$ cat config.mk
export PLATFORM = sky130hd
export DESIGN_NAME = pkt_rx_sequencer
export DESIGN_NICKNAME = d
export VERILOG_FILES = /design/src/rtl/pkt_rx_pkg.sv /design/src/rtl/rx_idle_timer.sv /design/src/rtl/pkt_rx_sequencer.sv
export SDC_FILE = /design/constraint.sdc
export NUM_CORES = 1
export LEC_CHECK = 0
export CAP_MARGIN = 40
export CORE_ASPECT_RATIO = 0.7
export CORE_MARGIN = 5
export CORE_UTILIZATION = 52
export CTS_CLUSTER_DIAMETER = 60
export DETAILED_ROUTE_END_ITERATION = 8
export GPL_TIMING_DRIVEN = 0
export HOLD_SLACK_MARGIN = 0.08
export PLACE_DENSITY = 0.84
export SLEW_MARGIN = 20
export SYNTH_ARGS = -nofsm -noshare
export SYNTH_HDL_FRONTEND = slang
export SYNTH_SLANG_ARGS = --single-unit
$ cat constraint.sdc
create_clock -name clk -period 2.99 [get_ports clk]
set_clock_uncertainty 0.15 [all_clocks]
set_input_delay 0.598 -clock clk [delete_from_list [all_inputs] [get_ports clk]]
set_output_delay 0.598 -clock clk [all_outputs]
set_load 0.01 [all_outputs]
$ cat src/rtl/pkt_rx_pkg.sv
// Purpose : shared types and constants for the receive-side packet sequencer.
// Latency : n/a (package only).
// Backpressure: n/a (package only).
package pkt_rx_pkg;

    localparam int          PID_W        = 4;
    localparam logic [15:0] CRC_POLY     = 16'h8005;
    localparam logic [15:0] CRC_INIT     = 16'hFFFF;
    // Remainder left in the register after a good payload and its complemented
    // CRC have both been shifted through.
    localparam logic [15:0] CRC_RESIDUAL = 16'h800D;

    typedef enum logic [2:0] {
        ST_IDLE    = 3'd0,
        ST_PID_CHK = 3'd1,
        ST_DATA    = 3'd2,
        ST_DONE    = 3'd3,
        ST_ERR     = 3'd4
    } seq_state_e;

    // One byte of CRC16 update. Bits enter LSB first, as they arrive on the
    // line. The register keeps x^15 in bit 15.
    function automatic logic [15:0] crc16_byte(input logic [15:0] crc,
                                               input logic [7:0]  b);
        logic [15:0] c;
        c = crc;
        for (int i = 0; i < 8; i++) begin
            if (c[15] ^ b[i]) begin
                c = {c[14:0], 1'b0} ^ CRC_POLY;
            end else begin
                c = {c[14:0], 1'b0};
            end
        end
        return c;
    endfunction

endpackage

$ cat src/rtl/rx_idle_timer.sv
// Purpose : counts idle cycles between received bytes and flags expiry.
// Latency : expired is combinational during the cycle that would bring the count to TIMEOUT_CYCLES.
// Backpressure: none; the counter only observes its inputs.
//
// Ports:
//   clk, rst  : clock and synchronous active-high reset
//   clr       : clear the count (activity seen); overrides en
//   en        : count this cycle
//   expired   : this idle cycle is the TIMEOUT_CYCLES-th in a row
module rx_idle_timer #(
    parameter int TIMEOUT_CYCLES = 255
) (
    input  logic clk,
    input  logic rst,
    input  logic clr,
    input  logic en,
    output logic expired
);

    localparam int              CNT_W = (TIMEOUT_CYCLES < 2) ? 1 : $clog2(TIMEOUT_CYCLES + 1);
    localparam logic [CNT_W-1:0] LAST = CNT_W'(TIMEOUT_CYCLES - 1);

    logic [CNT_W-1:0] count;

    // Flag on the increment that would reach TIMEOUT_CYCLES. The caller can
    // then react in the same cycle and its registered error lands right after
    // the last idle cycle.
    assign expired = en && !clr && (count == LAST);

    // Wrap on expiry so that a following state, such as the error state
    // waiting for its own timeout, starts counting from zero.
    always_ff @(posedge clk) begin
        if (rst || clr) begin
            count <= '0;
        end else if (en) begin
            count <= expired ? '0 : count + 1'b1;
        end
    end

endmodule

$ cat src/rtl/pkt_rx_sequencer.sv
// Purpose : classifies a decoded byte stream into PID / DATA / CRC fields and reports packet status.
// Latency : all outputs registered; a payload byte is emitted 1 cycle after the byte that pushes it out of the 2-deep hold buffer.
// Backpressure: none; the upstream decoder strobes bytes freely, and bytes arriving in DONE/ERR are discarded.
//
// Ports:
//   clk, rst         clock and synchronous active-high reset
//   abort            synchronous flush back to IDLE; pid is kept
//   byte_valid/in    received byte strobe and value
//   eop              end-of-packet pulse
//   pid, pid_valid   latched PID nibble and its acceptance pulse
//   data_out/valid   payload byte and its strobe
//   data_count       payload bytes emitted in the current or last packet
//   crc_out          received CRC: [7:0] older byte, [15:8] newer byte
//   pkt_done/pkt_err clean-end and error pulses
//   crc_err          CRC failure pulse alongside pkt_done
//   busy             sequencer is not in IDLE
// Optional feature: define PKT_RX_SEQ_CRC_CHECK_EN to build the CRC16 checker.
// Without it crc_err is tied low.
module pkt_rx_sequencer
    import pkt_rx_pkg::*;
#(
    parameter  int MAX_DATA_BYTES = 64,
    parameter  int TIMEOUT_CYCLES = 255,
    localparam int LEN_W          = $clog2(MAX_DATA_BYTES + 1)
) (
    input  logic             clk,
    input  logic             rst,
    input  logic             abort,
    input  logic             byte_valid,
    input  logic [7:0]       byte_in,
    input  logic             eop,
    output logic [PID_W-1:0] pid,
    output logic             pid_valid,
    output logic [7:0]       data_out,
    output logic             data_valid,
    output logic [LEN_W-1:0] data_count,
    output logic [15:0]      crc_out,
    output logic             pkt_done,
    output logic             pkt_err,
    output logic             crc_err,
    output logic             busy
);

    seq_state_e state, state_nxt;

    logic [7:0] pid_byte;       // first byte of the packet, checked in PID_CHK
    logic [7:0] h_old, h_new;   // hold buffer; the last two bytes are the CRC
    logic [1:0] fill;

    logic tmr_en, tmr_clr, tmr_expired;

    // ---------------------------------------------------------------- decode
    logic       pid_ok, buf_full, overflow, load, emit;
    logic [1:0] fill_after;
    logic [7:0] h_old_after, h_new_after;

    assign pid_ok   = (pid_byte[7:4] == ~pid_byte[3:0]);
    assign buf_full = (fill == 2'd2);
    // A byte that would push a payload byte out beyond the limit is refused.
    assign overflow = (state == ST_DATA) && byte_valid && buf_full &&
                      (data_count == LEN_W'(MAX_DATA_BYTES));
    // A byte that arrives while the PID is checked already belongs to the
    // payload, so it is taken in as well.
    assign load     = byte_valid && (((state == ST_PID_CHK) && pid_ok) ||
                                     ((state == ST_DATA) && !overflow));
    assign emit     = load && buf_full;

    // Buffer contents after this cycle's byte. eop is judged on these values.
    assign fill_after  = load ? (buf_full ? 2'd2 : fill + 2'd1) : fill;
    assign h_old_after = load ? h_new   : h_old;
    assign h_new_after = load ? byte_in : h_new;

`ifdef PKT_RX_SEQ_CRC_CHECK_EN
    logic [15:0] crc_acc, crc_base, crc_after;
    assign crc_base  = (state == ST_PID_CHK) ? CRC_INIT : crc_acc;
    assign crc_after = load ? crc16_byte(crc_base, byte_in) : crc_base;

    always_ff @(posedge clk) begin
        if (rst || abort) begin
            crc_acc <= CRC_INIT;
        end else if ((state == ST_PID_CHK) || (state == ST_DATA)) begin
            crc_acc <= crc_after;
        end
    end
`endif

    // -------------------------------------------------------------- idle timer
    assign tmr_en  = (state == ST_PID_CHK) || (state == ST_DATA) || (state == ST_ERR);
    assign tmr_clr = byte_valid || eop || abort;

    rx_idle_timer #(
        .TIMEOUT_CYCLES (TIMEOUT_CYCLES)
    ) u_idle_timer (
        .clk     (clk),
        .rst     (rst),
        .clr     (tmr_clr),
        .en      (tmr_en),
        .expired (tmr_expired)
    );

    // ---------------------------------------------------------- state register
    always_ff @(posedge clk) begin
        if (rst) begin
            state <= ST_IDLE;
        end else begin
            state <= state_nxt;
        end
    end

    // -------------------------------------------------------------- next state
    always_comb begin
        state_nxt = state;
        case (state)
            ST_IDLE: begin
                if (byte_valid) state_nxt = ST_PID_CHK;
            end
            ST_PID_CHK: begin
                // An eop here always finds fewer than two buffered bytes.
                if (!pid_ok || eop || tmr_expired) state_nxt = ST_ERR;
                else                               state_nxt = ST_DATA;
            end
            ST_DATA: begin
                if (overflow || tmr_expired) state_nxt = ST_ERR;
                else if (eop)                state_nxt = (fill_after == 2'd2) ? ST_DONE : ST_ERR;
            end
            ST_DONE: begin
                state_nxt = ST_IDLE;
            end
            ST_ERR: begin
                if (eop || tmr_expired) state_nxt = ST_IDLE;
            end
            default: begin
                state_nxt = ST_IDLE;
            end
        endcase
        if (abort) state_nxt = ST_IDLE;
    end

    // ------------------------------------------- output values (registered below)
    logic [PID_W-1:0] pid_nxt;
    logic             pid_valid_nxt, data_valid_nxt, pkt_done_nxt, pkt_err_nxt;
    logic [7:0]       data_out_nxt;
    logic [LEN_W-1:0] data_count_nxt;
    logic [15:0]      crc_out_nxt;
`ifdef PKT_RX_SEQ_CRC_CHECK_EN
    logic             crc_err_nxt;
`endif

    always_comb begin
        pid_nxt        = pid;
        pid_valid_nxt  = 1'b0;
        data_out_nxt   = data_out;
        data_valid_nxt = 1'b0;
        data_count_nxt = data_count;
        crc_out_nxt    = crc_out;
        pkt_done_nxt   = 1'b0;
        pkt_err_nxt    = 1'b0;
`ifdef PKT_RX_SEQ_CRC_CHECK_EN
        crc_err_nxt    = 1'b0;
`endif
        case (state)
            ST_PID_CHK: begin
                if (pid_ok) begin
                    pid_nxt        = pid_byte[PID_W-1:0];
                    pid_valid_nxt  = 1'b1;
                    data_count_nxt = '0;
                    pkt_err_nxt    = eop || tmr_expired;
                end else begin
                    pkt_err_nxt    = 1'b1;
                end
            end
            ST_DATA: begin
                if (overflow) begin
                    pkt_err_nxt = 1'b1;
                end else begin
                    if (emit) begin
                        data_out_nxt   = h_old;
                        data_valid_nxt = 1'b1;
                        data_count_nxt = data_count + 1'b1;
                    end
                    if (tmr_expired) begin
                        pkt_err_nxt = 1'b1;
                    end else if (eop) begin
                        if (fill_after == 2'd2) begin
                            crc_out_nxt  = {h_new_after, h_old_after};
                            pkt_done_nxt = 1'b1;
`ifdef PKT_RX_SEQ_CRC_CHECK_EN
                            crc_err_nxt  = (crc_after != CRC_RESIDUAL);
`endif
                        end else begin
                            pkt_err_nxt = 1'b1;
                        end
                    end
                end
            end
            default: begin
            end
        endcase
        // abort clears everything except the last accepted PID.
        if (abort) begin
            pid_nxt        = pid;
            pid_valid_nxt  = 1'b0;
            data_out_nxt   = '0;
            data_valid_nxt = 1'b0;
            data_count_nxt = '0;
            crc_out_nxt    = '0;
            pkt_done_nxt   = 1'b0;
            pkt_err_nxt    = 1'b0;
`ifdef PKT_RX_SEQ_CRC_CHECK_EN
            crc_err_nxt    = 1'b0;
`endif
        end
    end

    always_ff @(posedge clk) begin
        if (rst) begin
            pid        <= '0;
            pid_valid  <= 1'b0;
            data_out   <= '0;
            data_valid <= 1'b0;
            data_count <= '0;
            crc_out    <= '0;
            pkt_done   <= 1'b0;
            pkt_err    <= 1'b0;
            busy       <= 1'b0;
        end else begin
            pid        <= pid_nxt;
            pid_valid  <= pid_valid_nxt;
            data_out   <= data_out_nxt;
            data_valid <= data_valid_nxt;
            data_count <= data_count_nxt;
            crc_out    <= crc_out_nxt;
            pkt_done   <= pkt_done_nxt;
            pkt_err    <= pkt_err_nxt;
            busy       <= (state_nxt != ST_IDLE);
        end
    end

`ifdef PKT_RX_SEQ_CRC_CHECK_EN
    always_ff @(posedge clk) begin
        if (rst) crc_err <= 1'b0;
        else     crc_err <= crc_err_nxt;
    end
`else
    assign crc_err = 1'b0;
`endif

    // --------------------------------------------------------- datapath state
    always_ff @(posedge clk) begin
        if (rst) begin
            pid_byte <= '0;
        end else if ((state == ST_IDLE) && byte_valid && !abort) begin
            pid_byte <= byte_in;
        end
    end

    // The buffer is emptied in every IDLE cycle. Each packet therefore starts
    // with fill == 0 whichever way the previous one ended.
    always_ff @(posedge clk) begin
        if (rst || abort) begin
            fill  <= 2'd0;
            h_old <= '0;
            h_new <= '0;
        end else if (state == ST_IDLE) begin
            fill  <= 2'd0;
        end else if (load) begin
            h_old <= h_new;
            h_new <= byte_in;
            fill  <= fill_after;
        end
    end

endmodule

* Yosys cells after proc, flatten, opt, wreduce, memory -nomap -nowiden
Index checks and enable logic that the tools add are counted.
Word-level totals: register bits 77, latch bits 0, bits in writable memories 0, memory bits (read-only) 0, word-level logic and storage cells 100, memories 0
Operators by class: add/sub/neg operators 3, multiply operators 0, divide/modulo/power cells 0, magnitude comparators 0, eq/ne operators 11, shift-type cells 0, muxes and demuxes 26, bitwise gates (word level) 7, reduce and logical (&&, ||, !) cells 38
Operators by type and width (count):
- 2-to-1 mux 8 bit | 3
- 2-to-1 mux 3 bit | 7
- 2-to-1 mux 7 bit | 3
- case mux 7 bit (2 select lines) | 1
- case mux 3 bit (4 select lines) | 1
- logical AND 1 bit | 11
- logical OR 1 bit | 11
- adder 8 x 1 -> 8 bit, second input constant | 1
- == test 8 bit, second input constant | 1
- 2-to-1 mux 1 bit | 8
- adder 7 x 1 -> 7 bit, second input constant | 1
- == test 7 bit, second input constant | 1
- != test 2 bit, second input constant | 3
- inverter 1 bit | 6
- AND reduction 3 bit | 2
- OR reduction 6 bit | 1
- AND reduction 5 bit | 1
- == test 2 bit, second input constant | 2
- == test 4 bit | 1
- logical NOT 1 bit | 4
- 2-to-1 mux 2 bit | 2
- inverter 4 bit | 1
- AND reduction 4 bit | 1
- OR reduction 2 bit | 2
- 10 further kinds | 10

* Longest topological paths before layout
Gate-level depths: netlist (run 1).
depth after elaboration 16, depth in mapped cells 9, depth with buffers taken out 8

* Cells and area by module
From an unflattened synthesis (run 1), not the netlist that was laid out.
Second synthesis, totals: cells, all modules 346, area total of the unflattened synthesis 3170.5 µm²
Modules (own cells, without submodules):
- pkt_rx_sequencer | instances 1, cells an instance 303, area an instance 2775.2 µm², sequential area each 1381.3 µm²
- rx_idle_timer | instances 1, cells an instance 43, area an instance 395.4 µm², sequential area each 160.2 µm²

* Worst setup path before layout (run 1)
No wires, ideal clock.
path type input-to-reg, start in byte_valid, end reg busy, data arrival time 2.210 ns, path slack 0.511 ns, cell stages on the path 7, buffers on the path 1, cells stage by stage buf_2 > nor4b_1 > nand3_1 > o21a_1 > a32o_1 > or3_1 > a211o_1
On the way: cells in the longest elaborated chain, start to end 15
RTL lines:
- start, declared | line pkt_rx_sequencer.sv:29 | input logic byte_valid,
- logical AND 1 bit (3 in series) | line pkt_rx_sequencer.sv:60 | assign overflow = (state == ST_DATA) && byte_valid && buf_full &&
- logical NOT 1 bit | line pkt_rx_sequencer.sv:65 | ((state == ST_DATA) && !overflow));
- logical AND 1 bit | line pkt_rx_sequencer.sv:65
- logical OR 1 bit | line pkt_rx_sequencer.sv:64 | assign load = byte_valid && (((state == ST_PID_CHK) && pid_ok) ||
- logical AND 1 bit | line pkt_rx_sequencer.sv:64
- 2-to-1 mux 2 bit | line pkt_rx_sequencer.sv:69 | assign fill_after = load ? (buf_full ? 2'd2 : fill + 2'd1) : fill;
- == test 2 bit | line pkt_rx_sequencer.sv:124 | else if (eop) state_nxt = (fill_after == 2'd2) ? ST_DONE : ST_ERR;
- 2-to-1 mux 3 bit (2 in series) | line pkt_rx_sequencer.sv:124
- 2-to-1 mux 3 bit | line pkt_rx_sequencer.sv:123 | if (overflow || tmr_expired) state_nxt = ST_ERR;
- case mux 3 bit (4 select lines) * | line pkt_rx_sequencer.sv:113 | case (state)
- 2-to-1 mux 3 bit * | line pkt_rx_sequencer.sv:136 | if (abort) state_nxt = ST_IDLE;
- nonzero test 3 bit * | line pkt_rx_sequencer.sv:235 | busy <= (state_nxt != ST_IDLE);
- end signal, assigned | line pkt_rx_sequencer.sv:235
- end, declared | line pkt_rx_sequencer.sv:41 | output logic busy
Every way passes the cells marked *; elsewhere a longest branch is shown, timed or not. A chain may end at the register's enable or synchronous reset.

* Worst setup path in the final report (run 1)
Ends and elaborated chain as after synthesis.

==> impl_metrics.py, run 1 <==
metrics = {
    "run_status": {
        "outcome": "completed",
    },
    "synth": {
        "synth_ff_type": "dfxtp_1",
        "synth-seq-cells": 77,
        "synth-edff-count": 0,
        "ys_seq_area_share_pct": 48.58,
        "synth_nets": 348,
        "synthArstFlopShare_pct": 0,
        "avgSynthCellArea_um2": 9.645,
        "mappedNetlistArea_um2": 3173,
        "synth_area_leaders": "dfxtp_1 49%, mux2i_1 13%, nor2_1 8.2%, a211oi_1 3.8%, xnor2_1 2.8%",
        "synthDistinctLibCells": 44,
        "synth_top_area_share_pct": 48.58,
        "yosysWarnings": 0,
        "synth_cells": 329,
        "synth_top_cell_by_area": "dfxtp_1",
    },
    "setup_path": {
        "path_cells": "clkdlybuf4s50_1 > buf_2 > nor4b_1 > nand3_1 > o21a_1 > a32o_1 > or3_1 > a211o_1",
        "cp-start-kind": "input port",
        "crit_fanout": 10,
        "required_ns": 3.09,
        "crit_buf_inv": 2,
        "crit_path_end_kind": "register",
        "cp.arrival_ns": 2.92,
        "slowest_delay_ns": 0.45,
        "crit_type": "input port to register",
        "crit_family": "simple AND/OR/NAND/NOR gates",
        "slowest_stage": "clkdlybuf4s50_1",
    },
    "die": {
        "dieHeight_um": 75.36,
        "ios": 54,
        "die_width_um": 103.4,
        "rows": 23,
        "core_region_area_um2": 5813,
        "die_area_um2": 7789,
        "initial_core_util_pct": 54.58,
    },
    "route": {
        "wirelength_um": 7514,
        "vias_per_cell": 5.523,
        "drtIter0Drc": 148,
        "vias": 2607,
        "antenna_left": 0,
        "wire_per_inst_um": 15.92,
        "drt-pass1-iter-count": 5,
        "post-route-drc-count": 0,
    },
    "clock_network": {
        "clk-insertion-delay-late_ns": 0.35,
        "clockRootBuffer": "clkbuf_8",
        "post_cts_buffers": 0,
        "cts.htree.levels": 3,
        "path_clk_slew_ns": 0.08,
        "cts_tree": "yes",
        "ctsHoldBuffers": 0,
        "cts.path.max_buffers": 2,
        "clock_sinks": 77,
        "cts.repair.resized": 0,
        "cts_made_buffers": 9,
    },
    "timing": {
        "setup_viol": 0,
        "slew_viol_final": 0,
        "period_minus_slack_ns": 2.825,
        "final_hold_viol_count": 0,
        "rsz0062_at_grt": "no",
        "setup_ws_ns": 0.1646,
        "slew-limit-headroom_pct": 61.69,
        "min_period_over_period_pct": 94.49,
        "tightest_slew_ns": 0.5725,
        "hold_ws_ns": 0.3475,
        "max_freq_mhz": 353.9,
    },
    "power_and_ir_drop": {
        "max-vdd-ir-drop_mv": 0.2851,
        "power_density_nw_per_um2": 517.4,
        "leakagePower_uw": 0.001302,
    },
    "placed_design": {
        "post-dp-hpwl_um": 5362,
        "portBuffers": 52,
        "gp_congestion": 0.8659,
        "pre_cts_ws_ns": -0.1510,
    },
    "min_path": {
        "hold_class": "register to register",
    },
    "grt": {
        "antenna_found_initial": 0,
        "grt_pass1_wl_um": 12140,
        "grt_max_degree": 14,
        "grt_pass1_vias": 2491,
        "track_usage_pct": 20.26,
        "overflow": 0,
    },
    "layout": {
        "area_growth_pct": 27.17,
        "diodes": 0,
        "register_area_um2": 1541,
        "multi_input_area_um2": 1516,
        "fillers": 454,
        "drive_gt1_share_pct": 7.305,
        "fin_nets": 411,
    },
    "job": {
        "cap_violations": 0,
    },
}
==> cells in the final DEF (no fill, tap or decap), types with 5 or more instances in the layout <==
cell type,Yosys,final
inv_1,8,8
o21ai_0,6,6
clkdlybuf4s50_1,0,52
ha_1,6,6
dfxtp_1,77,77
clkbuf_1,10,10
nor3_1,9,9
nand2_1,17,17
mux2i_1,40,40
a21oi_1,5,5
xor2_1,5,5
xnor2_1,10,10
a211oi_1,16,16
nor2_1,69,69
clkbuf_8,0,10
==> report_power, final <==
part	internal, uW	total (uW)	switching [uW]
clock network	576	965	389
registers	1030	1040	5.84
logic	35.7	85.8	50.1
total	1640	2090	445
==> worst reg2reg max path, cell delays in order (launching register included) <==
cell	delay (ns)
dfxtp_1	0.36
inv_1	0.08
ha_1	0.14
nor2b_1	0.25
nand4_1	0.25
a32o_1	0.33
buf_6	0.16
mux2i_1	0.18
or3_1	0.39
a211o_1	0.26
==> state kept, by name, summed over array words and instances, names as in the netlist, 2 cells and up <==
register / cells
pid_byte: 8
data_out: 8
state: 3
h_new: 8
crc_out: 16
h_old: 8
u_idle_timer.count: 8
fill: 2
data_count: 7
pid: 4
==> synth_stat cells (2+ instances only) <==
| cell type | number |
|---|---|
| nor3_1 | 9 |
| o21ai_0 | 6 |
| a211oi_1 | 16 |
| dfxtp_1 | 77 |
| inv_1 | 8 |
| buf_4 | 3 |
| o211ai_1 | 3 |
| and4_1 | 2 |
| and2_1 | 4 |
| nand4_1 | 3 |
| nand2_1 | 17 |
| nand3_1 | 3 |
| o21a_1 | 3 |
| clkbuf_1 | 10 |
| nor2_1 | 69 |
| ha_1 | 6 |
| nor4_1 | 4 |
| xor2_1 | 5 |
| a21oi_1 | 5 |
| buf_2 | 2 |
| a32o_1 | 2 |
| or3_1 | 2 |
| mux2i_1 | 40 |
| xnor2_1 | 10 |
==> through the flow <==
stage	instances	power, uW	TNS, ns	area (um2)	utilization [%]
after floorplan	329	1107	0	3173	-
after global placement	456	1143	-0.1061	3787	65.15
after detailed placement	456	1146	-0.1709	3787	65.15
after CTS	472	2091	0	4035	69.41
after global routing	472	2145	0	4035	69.41
final	472	2088	0	4035	69.41
==> logic make-up (layout without fill, tap and decap cells) <==
| logic type | after synthesis | count (layout) | synth area share, % |
|---|---|---|---|
| compound gates | 39 | 39 | 9.227 |
| xor+xnor | 15 | 15 | 4.140 |
| fa+ha+maj | 6 | 6 | 2.366 |
| buf+inv | 25 | 93 | 3.628 |
| flops | 77 | 77 | 48.58 |
| mux | 40 | 40 | 12.62 |
| other cells | 1 | 1 | 0.1182 |
| simple gates | 126 | 126 | 19.32 |
==> final cells by class <==
type,count,area share [%]
clock buffer,10,3.411
clock inverter,6,2.729
timing repair buffer,52,12.90
inverter,8,0.7442
multi-input combinational,227,37.58
tap,75,2.326
buffer,17,2.109
sequential,77,38.20
==> routing by layer <==
layer,up-vias,GRT usage [%],part of all wire (%)
li1,1260,-,-
met1,1246,27.59,48
met2,88,32.06,45
met3,13,5.398,6.0
met4,0,5.747,1.2
met5,-,0,0
==> path summary, 6_finish.rpt <==
kind / startpoint / endpoint / slack [ns] / cells past startpoint
setup reg to reg: data_count[0] / busy / 0.33 / 9
setup / recovery: byte_valid / busy / 0.16 / 8
hold / removal: data_out[1] / data_out[1] / 0.35 / 2
hold reg to reg: data_out[1] / data_out[1] / 0.35 / 2
Note: power is estimated with default switching activity, not from simulation.
==> run 2, diff against run 1 <==
- CTS_CLUSTER_DIAMETER: 60 -> 30
==> results of run 2 <==
Final layout, timing and power as in run 1 (identical DEF).
==> run 3, diff against run 2 <==
- CORE_UTILIZATION: 52 -> 55
- PLACE_DENSITY: 0.84 -> 0.87
- clock period: 2.99 -> 3.25 ns (I/O delays scaled with it)
==> impl_metrics.py, run 3 (synthesized netlist as in run 1, its figures left out) <==
metrics = {
    "run_status": {
        "outcome": "completed",
    },
    "power_and_ir_drop": {
        "power_density_nw_per_um2": 437.3,
        "max-vdd-ir-drop_mv": 0.2949,
        "power_uw": 1740,
        "leakagePower_uw": 0.001281,
    },
    "die": {
        "ios": 54,
        "initial_core_util_pct": 55.97,
        "dieHeight_um": 73.55,
        "rows": 23,
        "die_width_um": 100.8,
        "die_area_um2": 7413,
        "core_region_area_um2": 5669,
    },
    "layout": {
        "stdcell_area_um2": 3980,
        "fin_nets": 411,
        "layout_common_cells": "77 x dfxtp_1, 69 x nor2_1, 52 x clkdlybuf4s50_1, 40 x mux2i_1, 17 x nand2_1",
        "drive_gt1_share_pct": 6.801,
        "final_common_cell": "dfxtp_1",
        "fillers": 422,
        "final_core_util_pct": 70.21,
        "regMostFlops": "crc_out",
        "largest_reg_flops": 16,
        "diodes": 0,
        "area_growth_pct": 25.43,
    },
    "timing": {
        "slew_viol_final": 0,
        "final_hold_viol_count": 0,
        "setup-tns-final_ns": 0,
        "min_period_over_period_pct": 88.36,
        "tightest_slew_ns": 0.5456,
        "slew-limit-headroom_pct": 63.63,
        "max_freq_mhz": 348.2,
        "rsz0062_at_grt": "no",
        "setup_viol": 0,
        "period_minus_slack_ns": 2.872,
    },
    "clock_network": {
        "ctsHoldBuffers": 0,
        "cts.path.max_buffers": 2,
        "post_cts_buffers": 0,
        "cts_tree": "yes",
        "cts.repair.resized": 0,
        "cts_made_buffers": 9,
        "clk-insertion-delay-late_ns": 0.35,
        "clock_sinks": 77,
        "cts.htree.levels": 3,
        "clockRootBuffer": "clkbuf_8",
        "path_clk_slew_ns": 0.08,
    },
    "route": {
        "post-route-drc-count": 0,
        "antenna_left": 0,
        "wire_per_inst_um": 16.05,
        "vias": 2604,
        "vias_per_cell": 5.517,
        "wirelength_um": 7577,
        "drtIter0Drc": 155,
        "drt-pass1-iter-count": 5,
    },
    "setup_path": {
        "slowest_stage": "clkdlybuf4s50_1",
        "r2r_slack_ns": 0.60,
        "crit_path_end_kind": "register",
        "crit_type": "input port to register",
        "path_cells": "clkdlybuf4s50_1 > buf_2 > nor4b_1 > nand3_1 > o21a_1 > a32o_1 > or3_1 > a211o_1",
        "cp.arrival_ns": 2.96,
        "cp-start-kind": "input port",
        "slowest_delay_ns": 0.44,
        "crit_fanout": 10,
        "required_ns": 3.34,
    },
    "grt": {
        "grt_max_degree": 14,
        "track_usage_pct": 21.95,
        "grt_pass1_wl_um": 12630,
        "grt_pass1_vias": 2600,
        "antenna_found_initial": 0,
        "overflow": 0,
    },
    "placed_design": {
        "portBuffers": 52,
        "placed_area_um2": 3787,
        "gp_congestion": 0.9222,
        "post-dp-hpwl_um": 5509,
    },
    "min_path": {
        "hold_class": "register to register",
    },
    "job": {
        "cap_violations": 0,
    },
}
run 3: cell count changes in the layout (fill, tap and decap cells not counted):
cell,change
clkinvlp_4,-2
clkbuf_1,+2
clkinv_4,+3
clkbuf_8,-1
bufinv_16,-2
run 3: worst paths after layout:
path	start	endpoint	cells past startpoint
worst min register to register	crc_out[2]	crc_out[2]	2
worst max register to register	data_count[0]	busy	9
worst min-delay path	crc_out[2]	crc_out[2]	2
worst max-delay path	byte_valid	busy	8
run 3: area by class of cell:
type	instances	area [um2]	share of cell area (%)
Buffer	17	85.08	2.138
Clock buffer	11	131.4	3.301
Clock inverter	5	61.31	1.540
Inverter	8	30.03	0.7545
Multi-Input combinational cell	227	1516	38.10
Sequential cell	77	1541	38.73
Tap cell	75	93.84	2.358
Timing Repair Buffer	52	520.5	13.08
run 3: critical path, delay by kind of cell:
| family | cells | cell delay (ns) |
|---|---|---|
| AO/OA/AOI/OAI | 3 | 0.76 |
| buffers and inverters | 2 | 0.64 |
| AND/OR/NAND/NOR | 3 | 0.92 |
run 3: metal layers:
layer  track usage (%)  up-vias  part of all wire (%)
met1             27.94     1227                    45
met3             7.590       19                   6.6
met2             34.87       98                    46
li1                  -     1260                     -
met4             7.623        0                   2.2
met5                 0        -                     0
run 3: report_power, final:
part	total [uW]	switching, uW	internal [uW]
combinational	78.9	46.1	32.8
sequential	954	5.49	949
clock	707	349	358
total	1740	401	1340
run 3: stage by stage:
stage / worst slack [ns] / std cells / hold WS (ns)
after floorplan: 0.7186 / 329 / 0.3130
after global placement: 0.1027 / 456 / 0.3316
after detailed placement: 0.08988 / 456 / 0.3393
after CTS: 0.4021 / 472 / 0.3570
after global routing: 0.1767 / 472 / 0.3721
final: 0.3782 / 472 / 0.3565
